`config.mk`:
```
export PLATFORM = sky130hd
export DESIGN_NAME = e1_pingpong_ctrl
export DESIGN_NICKNAME = d
export VERILOG_FILES = /design/src/rtl/e1_pkg.sv /design/src/rtl/e1_out_fifo2.sv /design/src/rtl/e1_pingpong_ctrl.sv
export SDC_FILE = /design/constraint.sdc
export NUM_CORES = 1
export LEC_CHECK = 0
export ABC_AREA = 0
export BUFFER_PORTS_ARGS = -buffer_cell sky130_fd_sc_hd__clkbuf_2
export CAP_MARGIN = 10
export CORE_AREA = 2 2 164 166
export CTS_BUF_LIST = sky130_fd_sc_hd__clkbuf_8
export DETAILED_ROUTE_END_ITERATION = 10
export DIE_AREA = 0 0 166 168
export RECOVER_POWER = 50
export SLEW_MARGIN = 10
export SYNTH_ARGS = -nofsm -noshare
export SYNTH_HDL_FRONTEND = slang
export SYNTH_SLANG_ARGS = --single-unit
```
`constraint.sdc`:
```
create_clock -name clk -period 3.92 [get_ports clk]
set_input_delay 0 -clock clk [delete_from_list [all_inputs] [get_ports clk]]
set_output_delay 0 -clock clk [all_outputs]
set_load 0.005 [all_outputs]
```
`src/rtl/e1_pkg.sv`:
```
// Shared types and helpers for the E1 ping-pong BRAM stage.
package e1_pkg;

  localparam int E1_WORD_W = 64;

  typedef logic bank_sel_t;
  typedef logic [E1_WORD_W-1:0] e1_word_t;

  function automatic int clog2(input int value);
    int r;
    int v;
    r = 0;
    v = value - 1;
    while (v > 0) begin
      r++;
      v = v >> 1;
    end
    return (r == 0) ? 1 : r;
  endfunction

endpackage

```
`src/rtl/e1_out_fifo2.sv`:
```
// Two-entry {last, data} FIFO that absorbs the BRAM read latency on the consumer side.
module e1_out_fifo2
  import e1_pkg::*;
#(
  parameter int DATA_W = 64
) (
  input  logic              clk_i,
  input  logic              rst_ni,
  input  logic              push_i,
  input  logic [DATA_W-1:0] push_data_i,
  input  logic              push_last_i,
  input  logic              pop_i,
  output logic [DATA_W-1:0] head_data_o,
  output logic              head_last_o,
  output logic [1:0]        count_o
);

  logic [DATA_W:0] mem_q [2];
  logic            wr_ptr_q;
  logic            rd_ptr_q;
  logic [1:0]      count_q;
  logic [1:0]      count_d;

  always_comb begin
    count_d = count_q;
    case ({push_i, pop_i})
      2'b10:   count_d = count_q + 2'd1;
      2'b01:   count_d = count_q - 2'd1;
      default: count_d = count_q;
    endcase
  end

  always_ff @(posedge clk_i or negedge rst_ni) begin
    if (!rst_ni) begin
      mem_q[0] <= '0;
      mem_q[1] <= '0;
      wr_ptr_q <= 1'b0;
      rd_ptr_q <= 1'b0;
      count_q  <= 2'd0;
    end else begin
      if (push_i) begin
        mem_q[wr_ptr_q] <= {push_last_i, push_data_i};
        wr_ptr_q        <= ~wr_ptr_q;
      end
      if (pop_i) begin
        rd_ptr_q <= ~rd_ptr_q;
      end
      count_q <= count_d;
    end
  end

  assign {head_last_o, head_data_o} = mem_q[rd_ptr_q];
  assign count_o = count_q;

endmodule

```
`src/rtl/e1_pingpong_ctrl.sv`:
```
// Ping-pong sequencer: the producer fills one BRAM bank while the consumer drains
// the other; bank ownership and the 1-cycle read latency stay hidden from both sides.
module e1_pingpong_ctrl
  import e1_pkg::*;
#(
  parameter int BRAM_DATA_WIDTH = 64,
  parameter int BRAM_DEPTH      = 64,
  parameter int BRAM_ADDR_WIDTH = clog2(BRAM_DEPTH),
  parameter int FRAME_LEN       = BRAM_DEPTH
) (
  input  logic                       clk,
  input  logic                       rst_n,
  input  logic                       s_valid,
  output logic                       s_ready,
  input  logic [BRAM_DATA_WIDTH-1:0] s_data,
  output logic                       m_valid,
  input  logic                       m_ready,
  output logic [BRAM_DATA_WIDTH-1:0] m_data,
  output logic                       m_last,
  output logic                       bram0_wr_en,
  output logic                       bram0_we,
  output logic [BRAM_ADDR_WIDTH-1:0] bram0_wr_addr,
  output logic [BRAM_DATA_WIDTH-1:0] bram0_din,
  output logic                       bram0_rd_en,
  output logic [BRAM_ADDR_WIDTH-1:0] bram0_rd_addr,
  input  logic [BRAM_DATA_WIDTH-1:0] bram0_dout,
  output logic                       bram1_wr_en,
  output logic                       bram1_we,
  output logic [BRAM_ADDR_WIDTH-1:0] bram1_wr_addr,
  output logic [BRAM_DATA_WIDTH-1:0] bram1_din,
  output logic                       bram1_rd_en,
  output logic [BRAM_ADDR_WIDTH-1:0] bram1_rd_addr,
  input  logic [BRAM_DATA_WIDTH-1:0] bram1_dout,
  output logic [1:0]                 bank_full
);

  localparam logic [BRAM_ADDR_WIDTH-1:0] LAST_ADDR = BRAM_ADDR_WIDTH'(FRAME_LEN - 1);
  localparam logic [BRAM_ADDR_WIDTH-1:0] ADDR_ONE  = BRAM_ADDR_WIDTH'(1);

  bank_sel_t                  wr_bank_q, wr_bank_d;
  bank_sel_t                  rd_bank_q, rd_bank_d;
  bank_sel_t                  iss_bank_q;
  logic [BRAM_ADDR_WIDTH-1:0] wr_ptr_q, wr_ptr_d;
  logic [BRAM_ADDR_WIDTH-1:0] rd_ptr_q, rd_ptr_d;
  logic [1:0]                 full_q, full_d;
  logic                       inflight_q;
  logic                       iss_last_q;

  logic                       accept;
  logic                       issue;
  logic                       pop;
  logic                       wr_last;
  logic                       rd_last;
  logic [1:0]                 fifo_count;
  logic [2:0]                 occ;
  logic                       wr_sel0, wr_sel1, rd_sel0, rd_sel1;

  assign s_ready = !full_q[wr_bank_q];
  assign accept  = s_valid & s_ready;
  assign pop     = m_valid & m_ready;
  assign wr_last = (wr_ptr_q == LAST_ADDR);
  assign rd_last = (rd_ptr_q == LAST_ADDR);

  // Occupancy seen by the next issue: words held, plus one in flight, minus this cycle's pop.
  assign occ   = {1'b0, fifo_count} + {2'b00, inflight_q} - {2'b00, pop};
  assign issue = full_q[rd_bank_q] && (occ < 3'd2);

  always_comb begin
    wr_bank_d = wr_bank_q;
    rd_bank_d = rd_bank_q;
    wr_ptr_d  = wr_ptr_q;
    rd_ptr_d  = rd_ptr_q;
    full_d    = full_q;
    if (accept) begin
      if (wr_last) begin
        full_d[wr_bank_q] = 1'b1;
        wr_ptr_d          = '0;
        wr_bank_d         = ~wr_bank_q;
      end else begin
        wr_ptr_d = wr_ptr_q + ADDR_ONE;
      end
    end
    if (issue) begin
      if (rd_last) begin
        full_d[rd_bank_q] = 1'b0;
        rd_ptr_d          = '0;
        rd_bank_d         = ~rd_bank_q;
      end else begin
        rd_ptr_d = rd_ptr_q + ADDR_ONE;
      end
    end
  end

  always_ff @(posedge clk or negedge rst_n) begin
    if (!rst_n) begin
      wr_bank_q  <= 1'b0;
      rd_bank_q  <= 1'b0;
      wr_ptr_q   <= '0;
      rd_ptr_q   <= '0;
      full_q     <= 2'b00;
      inflight_q <= 1'b0;
      iss_bank_q <= 1'b0;
      iss_last_q <= 1'b0;
    end else begin
      wr_bank_q  <= wr_bank_d;
      rd_bank_q  <= rd_bank_d;
      wr_ptr_q   <= wr_ptr_d;
      rd_ptr_q   <= rd_ptr_d;
      full_q     <= full_d;
      inflight_q <= issue;
      if (issue) begin
        iss_bank_q <= rd_bank_q;
        iss_last_q <= rd_last;
      end
    end
  end

  // Bank port steering; the idle bank's pins stay at zero.
  assign wr_sel0 = accept & (wr_bank_q == 1'b0);
  assign wr_sel1 = accept & (wr_bank_q == 1'b1);
  assign rd_sel0 = issue  & (rd_bank_q == 1'b0);
  assign rd_sel1 = issue  & (rd_bank_q == 1'b1);

  assign bram0_wr_en   = wr_sel0;
  assign bram0_we      = wr_sel0;
  assign bram0_wr_addr = wr_sel0 ? wr_ptr_q : '0;
  assign bram0_din     = wr_sel0 ? s_data : '0;
  assign bram0_rd_en   = rd_sel0;
  assign bram0_rd_addr = rd_sel0 ? rd_ptr_q : '0;

  assign bram1_wr_en   = wr_sel1;
  assign bram1_we      = wr_sel1;
  assign bram1_wr_addr = wr_sel1 ? wr_ptr_q : '0;
  assign bram1_din     = wr_sel1 ? s_data : '0;
  assign bram1_rd_en   = rd_sel1;
  assign bram1_rd_addr = rd_sel1 ? rd_ptr_q : '0;

  assign bank_full = full_q;

  e1_out_fifo2 #(
    .DATA_W (BRAM_DATA_WIDTH)
  ) u_out_fifo (
    .clk_i       (clk),
    .rst_ni      (rst_n),
    .push_i      (inflight_q),
    .push_data_i (iss_bank_q ? bram1_dout : bram0_dout),
    .push_last_i (iss_last_q),
    .pop_i       (pop),
    .head_data_o (m_data),
    .head_last_o (m_last),
    .count_o     (fifo_count)
  );

  assign m_valid = (fifo_count != 2'd0);

endmodule
```
Word level (Yosys, flattened, before mapping)
Index checks and enable logic that the tools add are counted.
Widths: inputs -> output; s select.
{"block": "classes", "add_sub_neg": 6, "mul": 0, "div_mod_pow": 0, "magnitude_cmp": 8, "n_eq_ne": 4, "shift": 0, "muxes": 28, "bitwise_logic": 15, "reduce_logical": 9}
{"op": "$mux 65", "count": 4}
{"op": "$mux 64", "count": 3}
{"op": "$bwmux 130", "count": 1}
{"op": "$demux 65 s1", "count": 1}
{"op": "$mux 6", "count": 6}
{"op": "$add 6x1->6 const B", "count": 2}
{"op": "$eq 6x6->1 const B", "count": 2}
{"op": "$mux 2", "count": 4}
{"op": "$and 1x1->1", "count": 6}
{"op": "$mux 1", "count": 6}
{"op": "$ge 2x2->1 const B", "count": 2}
{"op": "$logic_and 1x1->1", "count": 4}
{"op": "$lt 1x2->1 const B", "count": 2}
{"op": "$not 1->1", "count": 4}
{"op": "$not 1->2", "count": 2}
{"op": "$pmux 2 s2", "count": 1}
{"op": "$reduce_and 2->1", "count": 2}
{"op": "$reduce_bool 2->1", "count": 2}
{"op": "$add 2x1->3", "count": 1}
{"op": "$lt 3x2->1 const B", "count": 1}
{"op": "$sub 3x1->3", "count": 1}
{"op": "$add 2x1->2 const B", "count": 1}
{"op": "$and 2x2->2", "count": 1}
{"op": "$demux 1 s1", "count": 2}
{"op": "8 further kinds", "count": 9}
{"block": "word_totals", "regBits": 153, "latchBits": 0, "ram_bits": 0, "romBits": 0, "input_bits": 196, "output_inout_bits": 227, "memories": 0}

Logic depth before layout (Yosys ltp)
{"block": "logic_depth", "word_depth": 10, "depth_mapped": 10, "depth_no_buf": 10}

Hierarchy
A second synthesis with hierarchy kept.
{"block": "hier_totals", "hier_cells": 696, "area_unflattened_um2": 8575.7}
{"module": "e1_out_fifo2", "n_inst": 1, "cells_each": 360, "area_each_um2": 5795.6, "seq_area_each_um2": 3353.2}
{"module": "e1_pingpong_ctrl", "n_inst": 1, "cells_each": 336, "area_each_um2": 2780.2, "seq_area_each_um2": 475.5}

Least setup slack after synthesis
No wires, ideal clock.
{"block": "synth_timing", "path_kind": "register to register", "start": "register u_out_fifo.count_q[1], in the netlist u_out_fifo.count_o[1]", "end": "register rd_ptr_q[3]", "t_arrival_ns": 2.128, "required_ns": 3.851, "path_slack_ns": 1.723, "path_stages_with_launch": 11, "period_less_slack_ns": 2.197, "cell_sequence": "dfrtp_1 nand2_1 nor2_1 a21oi_1 nand2b_1 fa_1 xnor2_2 nand3_2 buf_6 or3_1 nand3_1"}
{"block": "synth_between", "elab_chain_len": 5}
{"item": "start, declared", "line_no": "e1_out_fifo2.sv:21", "source": "logic [1:0] count_q;"}
{"item": "start signal, assigned", "line_no": "e1_out_fifo2.sv:48", "source": "count_q <= count_d;"}
{"item": "parallel branches: the longest is 2 deep, another holds $add 2x1->3"}
{"item": "$sub 3x1->3 *", "line_no": "e1_pingpong_ctrl.sv:65", "source": "assign occ = {1'b0, fifo_count} + {2'b00, inflight_q} - {2'b00, pop};"}
{"item": "$lt 3x2->1 *", "line_no": "e1_pingpong_ctrl.sv:66", "source": "assign issue = full_q[rd_bank_q] && (occ < 3'd2);"}
{"item": "$logic_and 1x1->1 *", "line_no": "e1_pingpong_ctrl.sv:66"}
{"item": "end signal, assigned", "line_no": "e1_pingpong_ctrl.sv:108", "source": "rd_ptr_q <= rd_ptr_d;"}
{"item": "end, declared", "line_no": "e1_pingpong_ctrl.sv:44", "source": "logic [BRAM_ADDR_WIDTH-1:0] rd_ptr_q, rd_ptr_d;"}
Mark *: on every way between the ends.
A chain may end at the register's enable or synchronous reset.

Worst setup path in the final report
{"block": "layout_timing", "start": "register u_out_fifo.count_q[1], in the netlist u_out_fifo.count_o[1]", "end": "output port bram1_rd_addr[4]"}
{"block": "layout_between", "elab_chain_len": 7}
{"item": "parallel branches: the longest is 2 deep, another holds $add 2x1->3"}
{"item": "$sub 3x1->3 *", "line_no": "e1_pingpong_ctrl.sv:65"}
{"item": "$lt 3x2->1 *", "line_no": "e1_pingpong_ctrl.sv:66"}
{"item": "$logic_and 1x1->1 *", "line_no": "e1_pingpong_ctrl.sv:66"}
{"item": "$and 1x1->1 *", "line_no": "e1_pingpong_ctrl.sv:122", "source": "assign rd_sel1 = issue & (rd_bank_q == 1'b1);"}
{"item": "$mux 6 *", "line_no": "e1_pingpong_ctrl.sv:136", "source": "assign bram1_rd_addr = rd_sel1 ? rd_ptr_q : '0;"}
{"item": "end, declared", "line_no": "e1_pingpong_ctrl.sv:32", "source": "output logic [BRAM_ADDR_WIDTH-1:0] bram1_rd_addr,"}
Marks and branches as above.

==> flow_summary.toml <==
[global_routing]
antenna_found_initial = 2
gr-total-overflow = 0
track_usage_pct = 19.3
grt_max_degree = 98
grt_pass1_wl_mm = 42.8
first_global_vias = 7849

[sta]
skew_ns = 0.0155
tightest_slew_ns = 2.21
tns_ns = 0
fin_crit_sh_pct = 72.5
period_needed_ns = 2.84
slew_viol_final = 280
setup_viol = 0
relSlewSlack_pct = -47.6
final_hold_viol_count = 0
fmax_ghz = 0.352
rsz0062_at_grt = "no"
holdWs_ns = 0.288

[job]
max_cap_viol_count = 3

[route]
wl_mm = 27.4
num_vias = 7776
first_pass_iters = 4
via_per_inst = 4.54
drtAntennaViolNets = 0
drt_iter0_drc = 289
drcViolationCount = 0
wl_per_cell_um = 16.0

[setup_path]
crit_start = "u_out_fifo.count_o[1]"
cp-end-kind = "primary output"
start_kind = "flop"
cp_data_required_time_ns = 3.92
critical_path_arrival_ns = 2.84
r2r-start = "inflight_q"
crit_fanout = 8
critPathKind = "flop to primary output"

[synth]
synth_flop_cell = "dfrtp_1"
yosysUniqueCellTypes = 41
netlist_area_mm2 = 0.00816
syn_nets = 1039
synth_warnings = 0
synth_async_sr_flop_share_pct = 100
ys_ff_latch = 153
yosysTopAreaCell = "dfrtp_1"
synth_edf_count = 0
synth_area_per_cell_um2 = 9.71
synth_area_leaders = "dfrtp_1, and2_1, mux2_2"
seq_area_frac_synth_pct = 46.9
synth_top_cell_area_share_pct = 46.9
syn_inst = 840

[clock_network]
cts_tree = "done"
cts_setup_buffers = 0
cts_hold_buf = 131
clk_root_buffer_cell = "clkbuf_8"
cts.sinks = 153
htree_levels = 4
worstSkewPairLatency_ns = 0.45
post_cts_resized = 0
cts_buffer_depth = 2
cts_made_buffers = 17
path_clk_slew_ns = 0.09

[pwr]
p_per_area_mw_per_mm2 = 585
p_leak_nw = 5.71
irDropWorstVdd_mv = 0.424

[status]
violations = "capacitance limit, slew limit"
status = "finished with violations"

[floorplanning]
io_pins = 423
placementRows = 60
die-area_mm2 = 0.0279
core_mm2 = 0.0264
die-width_um = 166
die_y_um = 168
start_util_pct = 31.0

[place]
dpl_cell_area_mm2 = 0.0105
port_buffers = 422
gp_congestion = 0.800
dp_hpwl_mm = 19.2

[finish]
design_area_mm2 = 0.0121
syn_to_final_growth_pct = 48.4
num-nets-final = 1557
layout-drive-gt1-share_pct = 35.8

[worst_hold_path]
worstHoldStart = "s_data[43]"
worstHoldPathType = "input port to primary output"
## state kept, by name, summed over array words and instances (netlist names)
register / count
u_out_fifo.mem_q: 130
rd_ptr_q: 6
wr_ptr_q: 6
bank_full: 2
u_out_fifo.count_o: 2
inflight_q: 1
iss_bank_q: 1
iss_last_q: 1
rd_bank_q: 1
u_out_fifo.rd_ptr_q: 1
u_out_fifo.wr_ptr_q: 1
wr_bank_q: 1
## where the power goes
group	switching, mW	total (mW)	internal, mW
clock network	0.694	1.18	0.484
logic	1.56	3.11	1.55
registers	0.500	2.80	2.30
## final timing paths
kind | slack [ns] | cells after the start | endpoint
worst max-delay path | 1.08 | 10 | bram1_rd_addr[4]
worst min-delay path | 0.29 | 3 | bram0_din[43]
worst max register to register | 1.27 | 4 | u_out_fifo.mem_q[56]
worst min register to register | 0.48 | 2 | u_out_fifo.mem_q[106]
max in group asynchronous | 1.13 | 3 | iss_bank_q
min in group asynchronous | 0.75 | 2 | u_out_fifo.mem_q[102]
## synth_stat cells, drive strengths merged (2+ instances only)
master	count
a21oi	69
and2	154
buf	37
clkbuf	26
dfrtp	153
ha	2
inv	4
mux2	69
mux2i	66
nand2	79
nand2b	5
nand3	11
nand4	3
nor2	66
o21ai	72
or2	2
xnor2	7
## worst max-delay path: stages, from the launching register on
cell and delay [ns]:
dfrtp_1 0.50, nand2_1 0.08, nor2_1 0.18, a21oi_1 0.09, nand2b_1 0.16, fa_1 0.41
xnor2_2 0.19, nand3_1 0.11, nor2_1 0.36, and2_1 0.20, clkbuf_2 0.11
## layout by cell type, fill, tap and decap left out, types with 2 or more instances in the layout
| cell | count |
|---|---|
| dlygate4sd3_1 | 131 |
| inv_1 | 4 |
| nor2_1 | 66 |
| mux2i_1 | 66 |
| mux2_2 | 65 |
| clkbuf_2 | 380 |
| nand2b_1 | 4 |
| inv_8 | 3 |
| diode_2 | 2 |
| o21ai_0 | 72 |
| and2_1 | 129 |
| clkbuf_8 | 18 |
| dfrtp_1 | 152 |
| nand4_1 | 3 |
| ha_1 | 2 |
| clkinvlp_4 | 2 |
| clkbuf_1 | 46 |
| buf_4 | 4 |
| clkinv_4 | 2 |
| inv_6 | 5 |
| mux2_1 | 4 |
| nand3_1 | 10 |
| a21oi_1 | 69 |
| xnor2_1 | 6 |
| and2_0 | 24 |
| nand2_1 | 79 |
## layout make-up
type / count / area, µm²
fill: 2571 / 14200
multi-input combinational: 620 / 4010
sequential: 153 / 3830
timing repair buffer: 562 / 3440
tap: 341 / 427
clock buffer: 18 / 248
clock inverter: 14 / 131
inverter: 4 / 15.0
antenna: 2 / 5.00
## layer usage
layer  track usage (%)  vias up  routed length (µm)  share of wire [%]
li1                  -     3850                   -                  -
met1              22.1     3632               11000                 40
met2              36.8      274               14600                 53
met3              4.04       20                1490                5.4
met4              3.86        0                 299                1.1
met5                 0        -                   0                  0
## cells by family (layout without fill, tap and decap cells)
family                   Yosys count  count (layout)  synth area share [%]
AND/OR/NAND/NOR                  327             327                  20.7
flip-flops                       153             153                  46.9
AO/OA/AOI/OAI                    147             147                  9.23
multiplexers                     135             135                  17.7
buffers and inverters             67             598                  4.00
XOR/XNOR                           8               8                 0.951
adder cells (fa/ha/maj)            3               3                 0.552
other                              0               2                     0
## stage by stage
step	utilization [%]	total power, mW	instances	setup WS [ns]
6_report	45.9	7.08	1714	1.08
5_1_grt	45.9	7.70	1713	0.560
4_1_cts	46.2	7.22	1712	1.03
2_1_floorplan	-	4.66	840	1.72
3_5_place_dp	39.8	5.90	1549	1.50
3_3_place_gp	39.8	5.82	1549	1.54
No activity file was read; power rests on OpenSTA's default activity.
